File: src/rtl/vga_pkg.sv
// Shared VGA timing parameters plus the tile renderer's opcode, state and colour types.
package vga_pkg;

  typedef struct packed {
    int h_visible;
    int h_front;
    int h_sync;
    int h_back;
    int v_visible;
    int v_front;
    int v_sync;
    int v_back;
    int pixel_x_bits;
    int pixel_y_bits;
  } vga_params_t;

  localparam vga_params_t VGA_640x480 = '{
    h_visible: 640, h_front: 16, h_sync: 96, h_back: 48,
    v_visible: 480, v_front: 10, v_sync: 2,  v_back: 33,
    pixel_x_bits: 10, pixel_y_bits: 10
  };

  localparam int TILE_SHIFT_DEFAULT = 5;

  typedef enum logic [3:0] {
    OP_SET   = 4'h1,
    OP_FILL  = 4'h2,
    OP_CLEAR = 4'h3
  } tile_op_t;

  typedef enum logic [1:0] {
    ST_IDLE = 2'd0,
    ST_ARGS = 2'd1,
    ST_EXEC = 2'd2
  } tile_state_t;

  typedef struct packed {
    logic r;
    logic g;
    logic b;
  } tile_rgb_t;

endpackage

File: src/rtl/tile_map_mem.sv
// Flop-based tile colour map: one synchronous write port with clear, one combinational read port.
module tile_map_mem
  import vga_pkg::*;
#(
  parameter int DEPTH  = 300,
  parameter int ADDR_W = 9
) (
  input  logic              clk,
  input  logic              clear,
  input  logic              we,
  input  logic [ADDR_W-1:0] waddr,
  input  tile_rgb_t         wdata,
  input  logic [ADDR_W-1:0] raddr,
  output tile_rgb_t         rdata
);

  localparam logic [ADDR_W-1:0] LAST = ADDR_W'(DEPTH - 1);

  tile_rgb_t mem [DEPTH];

  always_ff @(posedge clk) begin
    if (clear) begin
      for (int i = 0; i < DEPTH; i++) mem[i] <= '0;
    end else if (we && waddr <= LAST) begin
      mem[waddr] <= wdata;
    end
  end

  assign rdata = (raddr <= LAST) ? mem[raddr] : '0;

endmodule

File: src/rtl/tile_renderer.sv
// Tile-based pixel source: combinational colour lookup plus a byte command FSM that
// walks SET/FILL/CLEAR rectangles into the tile map one tile per cycle.
module tile_renderer
  import vga_pkg::*;
#(
  parameter vga_params_t params     = VGA_640x480,
  parameter int          TILE_SHIFT = TILE_SHIFT_DEFAULT
) (
  input  logic                           VGA_clk,
  input  logic                           reset,
  input  logic [params.pixel_x_bits-1:0] pixel_x_target_next,
  input  logic [params.pixel_y_bits-1:0] pixel_y_target_next,
  output logic                           pixel_value_next_R,
  output logic                           pixel_value_next_G,
  output logic                           pixel_value_next_B,
  input  logic [7:0]                     cmd_data,
  input  logic                           cmd_valid,
  output logic                           cmd_ready,
  output logic                           busy,
  output logic                           cmd_err
);

  localparam int XB      = params.pixel_x_bits;
  localparam int YB      = params.pixel_y_bits;
  localparam int TILES_X = params.h_visible >> TILE_SHIFT;
  localparam int TILES_Y = params.v_visible >> TILE_SHIFT;
  localparam int DEPTH   = TILES_X * TILES_Y;
  localparam int ADDR_W  = $clog2(DEPTH);
  localparam logic [7:0] MAX_TX = 8'(TILES_X - 1);
  localparam logic [7:0] MAX_TY = 8'(TILES_Y - 1);

  tile_state_t       state, state_next;
  tile_op_t          op_q;
  tile_rgb_t         colour_q, rd_rgb;
  logic [1:0]        arg_cnt, arg_last;
  logic [7:0]        arg_q [4];
  logic [7:0]        walk_x, walk_y, rect_x0, rect_x1, rect_y1, fill_x1, fill_y1;
  logic              exec_skip, ready_en, fire, tile_we, in_map;
  logic [3:0]        byte_op;
  logic [ADDR_W-1:0] wr_addr, rd_addr;
  logic [XB-1:0]     tile_x;
  logic [YB-1:0]     tile_y;
  logic              unused_cmd_bit;

  assign unused_cmd_bit = cmd_data[3];
  assign byte_op        = cmd_data[7:4];
  assign busy           = (state == ST_EXEC);
  assign cmd_ready      = ready_en && (state != ST_EXEC);
  assign fire           = cmd_valid && cmd_ready;
  assign arg_last       = (op_q == OP_SET) ? 2'd1 : 2'd3;
  assign fill_x1        = (arg_q[2] > MAX_TX) ? MAX_TX : arg_q[2];
  assign fill_y1        = (cmd_data > MAX_TY) ? MAX_TY : cmd_data;
  assign wr_addr        = ADDR_W'(32'(walk_y) * 32'(TILES_X) + 32'(walk_x));

  assign tile_x  = pixel_x_target_next >> TILE_SHIFT;
  assign tile_y  = pixel_y_target_next >> TILE_SHIFT;
  assign in_map  = (tile_x < XB'(TILES_X)) && (tile_y < YB'(TILES_Y));
  assign rd_addr = ADDR_W'(32'(tile_y) * 32'(TILES_X) + 32'(tile_x));
  assign {pixel_value_next_R, pixel_value_next_G, pixel_value_next_B} = in_map ? rd_rgb : 3'b000;

  tile_map_mem #(.DEPTH(DEPTH), .ADDR_W(ADDR_W)) u_map (
    .clk   (VGA_clk),
    .clear (reset),
    .we    (tile_we),
    .waddr (wr_addr),
    .wdata (colour_q),
    .raddr (rd_addr),
    .rdata (rd_rgb)
  );

  always_ff @(posedge VGA_clk) begin
    if (reset) state <= ST_IDLE;
    else       state <= state_next;
  end

  always_comb begin
    state_next = state;
    tile_we    = 1'b0;
    case (state)
      ST_IDLE: begin
        if (fire) begin
          if (byte_op == OP_SET || byte_op == OP_FILL) state_next = ST_ARGS;
          else if (byte_op == OP_CLEAR)                state_next = ST_EXEC;
        end
      end
      ST_ARGS: begin
        if (fire && arg_cnt == arg_last) state_next = ST_EXEC;
      end
      ST_EXEC: begin
        tile_we = !exec_skip;
        if (exec_skip || (walk_x == rect_x1 && walk_y == rect_y1)) state_next = ST_IDLE;
      end
      default: state_next = ST_IDLE;
    endcase
  end

  // Rectangle bounds are latched when the last byte arrives; the walker then runs x-inner.
  always_ff @(posedge VGA_clk) begin
    if (reset) begin
      ready_en  <= 1'b0;
      cmd_err   <= 1'b0;
      op_q      <= OP_SET;
      colour_q  <= '0;
      arg_cnt   <= 2'd0;
      walk_x    <= '0;
      walk_y    <= '0;
      rect_x0   <= '0;
      rect_x1   <= '0;
      rect_y1   <= '0;
      exec_skip <= 1'b0;
      for (int i = 0; i < 4; i++) arg_q[i] <= '0;
    end else begin
      ready_en <= 1'b1;
      cmd_err  <= 1'b0;
      case (state)
        ST_IDLE: begin
          if (fire) begin
            op_q     <= tile_op_t'(byte_op);
            colour_q <= tile_rgb_t'(cmd_data[2:0]);
            arg_cnt  <= 2'd0;
            if (byte_op == OP_CLEAR) begin
              walk_x    <= '0;
              walk_y    <= '0;
              rect_x0   <= '0;
              rect_x1   <= MAX_TX;
              rect_y1   <= MAX_TY;
              exec_skip <= 1'b0;
            end else if (byte_op != OP_SET && byte_op != OP_FILL) begin
              cmd_err <= 1'b1;
            end
          end
        end
        ST_ARGS: begin
          if (fire) begin
            arg_q[arg_cnt] <= cmd_data;
            arg_cnt        <= arg_cnt + 2'd1;
            if (arg_cnt == arg_last) begin
              walk_x  <= arg_q[0];
              rect_x0 <= arg_q[0];
              if (op_q == OP_SET) begin
                walk_y    <= cmd_data;
                rect_x1   <= arg_q[0];
                rect_y1   <= cmd_data;
                exec_skip <= (arg_q[0] > MAX_TX) || (cmd_data > MAX_TY);
              end else begin
                walk_y    <= arg_q[1];
                rect_x1   <= fill_x1;
                rect_y1   <= fill_y1;
                exec_skip <= (arg_q[0] > fill_x1) || (arg_q[1] > fill_y1);
              end
            end
          end
        end
        ST_EXEC: begin
          if (!exec_skip) begin
            if (walk_x == rect_x1) begin
              walk_x <= rect_x0;
              walk_y <= walk_y + 8'd1;
            end else begin
              walk_x <= walk_x + 8'd1;
            end
          end
        end
        default: ;
      endcase
    end
  end

endmodule

File: config.mk
export PLATFORM = sky130hd
export DESIGN_NAME = tile_renderer
export DESIGN_NICKNAME = d
export VERILOG_FILES = /design/src/rtl/vga_pkg.sv /design/src/rtl/tile_map_mem.sv /design/src/rtl/tile_renderer.sv
export SDC_FILE = /design/constraint.sdc
export NUM_CORES = 2
export LEC_CHECK = 0
export BUFFER_PORTS_ARGS = -buffer_cell sky130_fd_sc_hd__clkbuf_2
export CAP_MARGIN = 20
export CORE_ASPECT_RATIO = 0.5
export CORE_UTILIZATION = 40
export DETAILED_ROUTE_END_ITERATION = 10
export PLACE_DENSITY = 0.55
export SLEW_MARGIN = 20
export SYNTH_ARGS = -nofsm -noshare
export SYNTH_HDL_FRONTEND = slang
export SYNTH_SLANG_ARGS = --single-unit
File: constraint.sdc
create_clock -name VGA_clk -period 12.55 [get_ports VGA_clk]
set_clock_uncertainty 0.1 [all_clocks]
set_input_delay 0.6275 -clock VGA_clk [delete_from_list [all_inputs] [get_ports VGA_clk]]
set_output_delay 0.6275 -clock VGA_clk [all_outputs]
set_load 0.01 [all_outputs]
==> flow_metrics.tcl <==
set metrics [dict create \
    drive_above_1_share_pct 12.87 \
    fin_area_um2 62550 \
    worstPathCellList "clkbuf_2 -> ha_2 -> fa_2 -> buf_4 -> nand3b_1 -> buf_4 -> buf_4 -> a211oi_1 -> a2111oi_0 -> nor3_1 -> o41ai_1 -> a32oi_1 -> nor4_1 -> clkbuf_2" \
    syn_avg_cell_area_um2 13.14 \
    whs_ns 0.1695 \
    die_h_um 266.7 \
    r2r_cells 12 \
    htreeDepth 3 \
    areaGrowthSynthToFinish_pct 11.62 \
    rsz0062_at_grt "no" \
    dp_slack_ns 5.851 \
    dpl-instance-area_um2 58770 \
    irDropWorstVdd_v 0.0001160 \
    ctsResizeCount 0 \
    finalMaxSlewViolations 0 \
    critPathTopFamily "compound AO/OA/AOI/OAI gates" \
    post-route-period-util_pct 53.60 \
    cp-start-kind "primary input" \
    synth_cell_types 68 \
    dieWidth_um 531.3 \
    yosys_warnings 0 \
    synth-edff-count 1176 \
    path_clk_slew_ns 0.06 \
    cpMostUsedCell "buf_4" \
    clk_latency_ns 0.74 \
    rows 96 \
    regArea_um2 36410 \
    first_iter_violations 4478 \
    vias 36744 \
    async_flop_share_pct 0 \
    period_minus_slack_ns 6.726 \
    fp.dieArea_um2 141700 \
    synth-seq-cells 1230 \
    p_leak_uw 0.02070 \
    finalHoldViolCount 0 \
    crit_path_max_incr_delay_ns 0.87 \
    fillers 12362 \
    hpwl_um 101400 \
    multi_input_area_um2 19040 \
    nets 4463 \
    drc 0 \
    cellPowerDensity_nw_per_um2 149.3 \
    grt_pass1_vias 35870 \
    drt_wl_total_um 166200 \
    final_cell_count_no_fill 6348 \
    finalWorstSetupSlack_ns 5.824 \
    ys_seq_area_share_pct 64.95 \
    crit_buf_inv 5 \
    synth_area_leaders "edfxtp_1 (63%), mux4_2 (8.2%), nor2_1 (5.4%)" \
    cts_tree "yes" \
    finalSetupViolations 0 \
    io_pins 37 \
    synth_flop_cell "edfxtp_1" \
    max_slew.worst_pin.slew_ns 1.184 \
    postSynthCellCount 4266 \
    post-cts-setup-buffer-count 0 \
    crit_required_ns 11.82 \
    final_antenna_net_count 0 \
    clockRootBuffer "clkbuf_16" \
    fmax_mhz 148.7 \
    cts_buffers 114 \
    cts_buffer_depth 3 \
    grt_antenna_before_repair 10 \
    worst_path_max_delay_cell "o41ai_1" \
    critPathCaptureType "output port" \
    ctsHoldBuffers 0 \
    drtPass1Iterations 8 \
    cts_sinks 1230 \
    hold_depth 3 \
    synth_top_area_share_pct 63.02 \
    synthTopCellsByCount "edfxtp_1 (1,176), nor2_1 (808), o21ai_0 (343)" \
    fp.coreArea_um2 138000 \
    netlist_area_um2 56040 \
    routedWlPerCell_um 26.18 \
    critPathArrivalTime_ns 6.00 \
    place_congestion 0.8427 \
    grt_max_degree 114 \
    start_util_pct 40.60 \
    status "finished, final reports clean" \
    place_inst 6124 \
    cap_violations 0 \
    final.setup.tns_ns 0 \
    cp_max_fo 21 \
    track_usage_pct 23.30 \
    crit_type "primary input to output port" \
    slew_headroom_pct 20.77 \
    hold_path.class "primary input to flip-flop" \
    grt_pass1_wl_um 241900 \
    numPortBuffers 26 \
    drt-vias-per-instance 5.788 \
    yosysMostFrequentCell "edfxtp_1" \
    path_depth 14 \
    yosys.area.top_type "edfxtp_1" \
    overflow 0 \
]
## sequential cells by signal, indices dropped and copies added, names as in the netlist
| register | cells |
|---|---|
| arg_cnt | 2 |
| walk_x | 8 |
| u_map.mem | 1152 |
| rect_x0 | 8 |
| op_q | 4 |
| state | 2 |
| colour_q | 3 |
| exec_skip | 1 |
| cmd_err | 1 |
| arg_q | 24 |
| walk_y | 8 |
| ready_en | 1 |
| rect_x1 | 8 |
| rect_y1 | 8 |
## worst min-delay path, stage by stage
cell and delay [ns]:
clkbuf_2 0.18, nand2_1 0.09, a21oi_1 0.05
## per-stage QoR
step / total power, uW / util, %
global placement: 5897 / 42.58
finish: 9339 / 45.32
detailed placement: 5917 / 42.58
floorplan: 5455 / -
CTS: 9370 / 45.24
global route: 9619 / 45.30
## path summary, 6_finish.rpt
path	start	end	slack, ns
setup reg to reg	walk_y[1]$_SDFFE_PP0P_	u_map.mem[75][0]$_SDFFCE_PN0P_	6.71
setup / recovery	pixel_y_target_next[5]	pixel_value_next_R	5.82
hold / removal	cmd_data[2]	colour_q[2]$_SDFFE_PP0P_	0.17
hold reg to reg	rect_x0[3]$_SDFFE_PP0P_	rect_x0[3]$_SDFFE_PP0P_	0.35
## per-layer routing
| layer | vias to the layer above | track usage, % | wire, um |
|---|---|---|---|
| met2 | 1757 | 35.15 | 73910 |
| met1 | 18719 | 32.82 | 70210 |
| met4 | 6 | 6.359 | 3953 |
| met5 | - | 0.8435 | 194 |
| li1 | 16011 | - | - |
| met3 | 251 | 6.590 | 17930 |
## placed cells by master, fill, tap and decap left out, types with 10 or more instances in the layout
| master | instances |
|---|---|
| nor2_1 | 805 |
| nand3_1 | 42 |
| or3_1 | 35 |
| o22ai_1 | 25 |
| conb_1 | 259 |
| a21o_1 | 12 |
| clkinv_2 | 28 |
| bufinv_16 | 10 |
| a21oi_1 | 98 |
| xor2_1 | 22 |
| nor2b_1 | 20 |
| dfxtp_1 | 51 |
| a211oi_1 | 17 |
| a31oi_1 | 11 |
| o21ai_0 | 343 |
| edfxtp_1 | 1176 |
| diode_2 | 12 |
| buf_4 | 100 |
| and2_1 | 28 |
| xnor2_1 | 23 |
| clkbuf_16 | 115 |
| clkinv_1 | 27 |
| mux2i_1 | 162 |
| clkbuf_2 | 24 |
| nor4_1 | 14 |
| mux2_2 | 32 |
| a22oi_1 | 56 |
| mux4_2 | 203 |
| clkbuf_1 | 17 |
| inv_1 | 12 |
| nand4_1 | 21 |
| nor3_1 | 207 |
| nand2_1 | 222 |
| o211ai_1 | 24 |
| ha_1 | 47 |
| o221ai_1 | 41 |
## area by class of cell
| class | instances | share of cell area [%] |
|---|---|---|
| antenna | 12 | 0.04801 |
| clock buffer | 133 | 4.725 |
| clock inverter | 77 | 1.140 |
| inverter | 17 | 0.1120 |
| multi-input combinational | 2886 | 30.44 |
| sequential | 1230 | 58.20 |
| tap | 1862 | 3.724 |
| timing repair buffer | 131 | 1.610 |
## power by group
group	switching (uW)	total (uW)	internal (uW)
Combinational	765	1090	323
Sequential	59.7	4760	4700
Clock	1590	3490	1890
Total	2420	9340	6920
## kinds of logic (layout without fill, tap and decap cells)
group	after synthesis	count (layout)	synth area share [%]
AO/OA/AOI/OAI	683	683	7.281
buffers and inverters	407	358	3.034
other	2	271	0.01340
XOR/XNOR	51	51	0.8239
AND/OR/NAND/NOR	1444	1444	10.99
multiplexers	397	397	11.70
flip-flops	1230	1230	64.95
adder cells (fa/ha/maj)	52	52	1.215
Note: power is estimated with default switching activity, not from simulation.
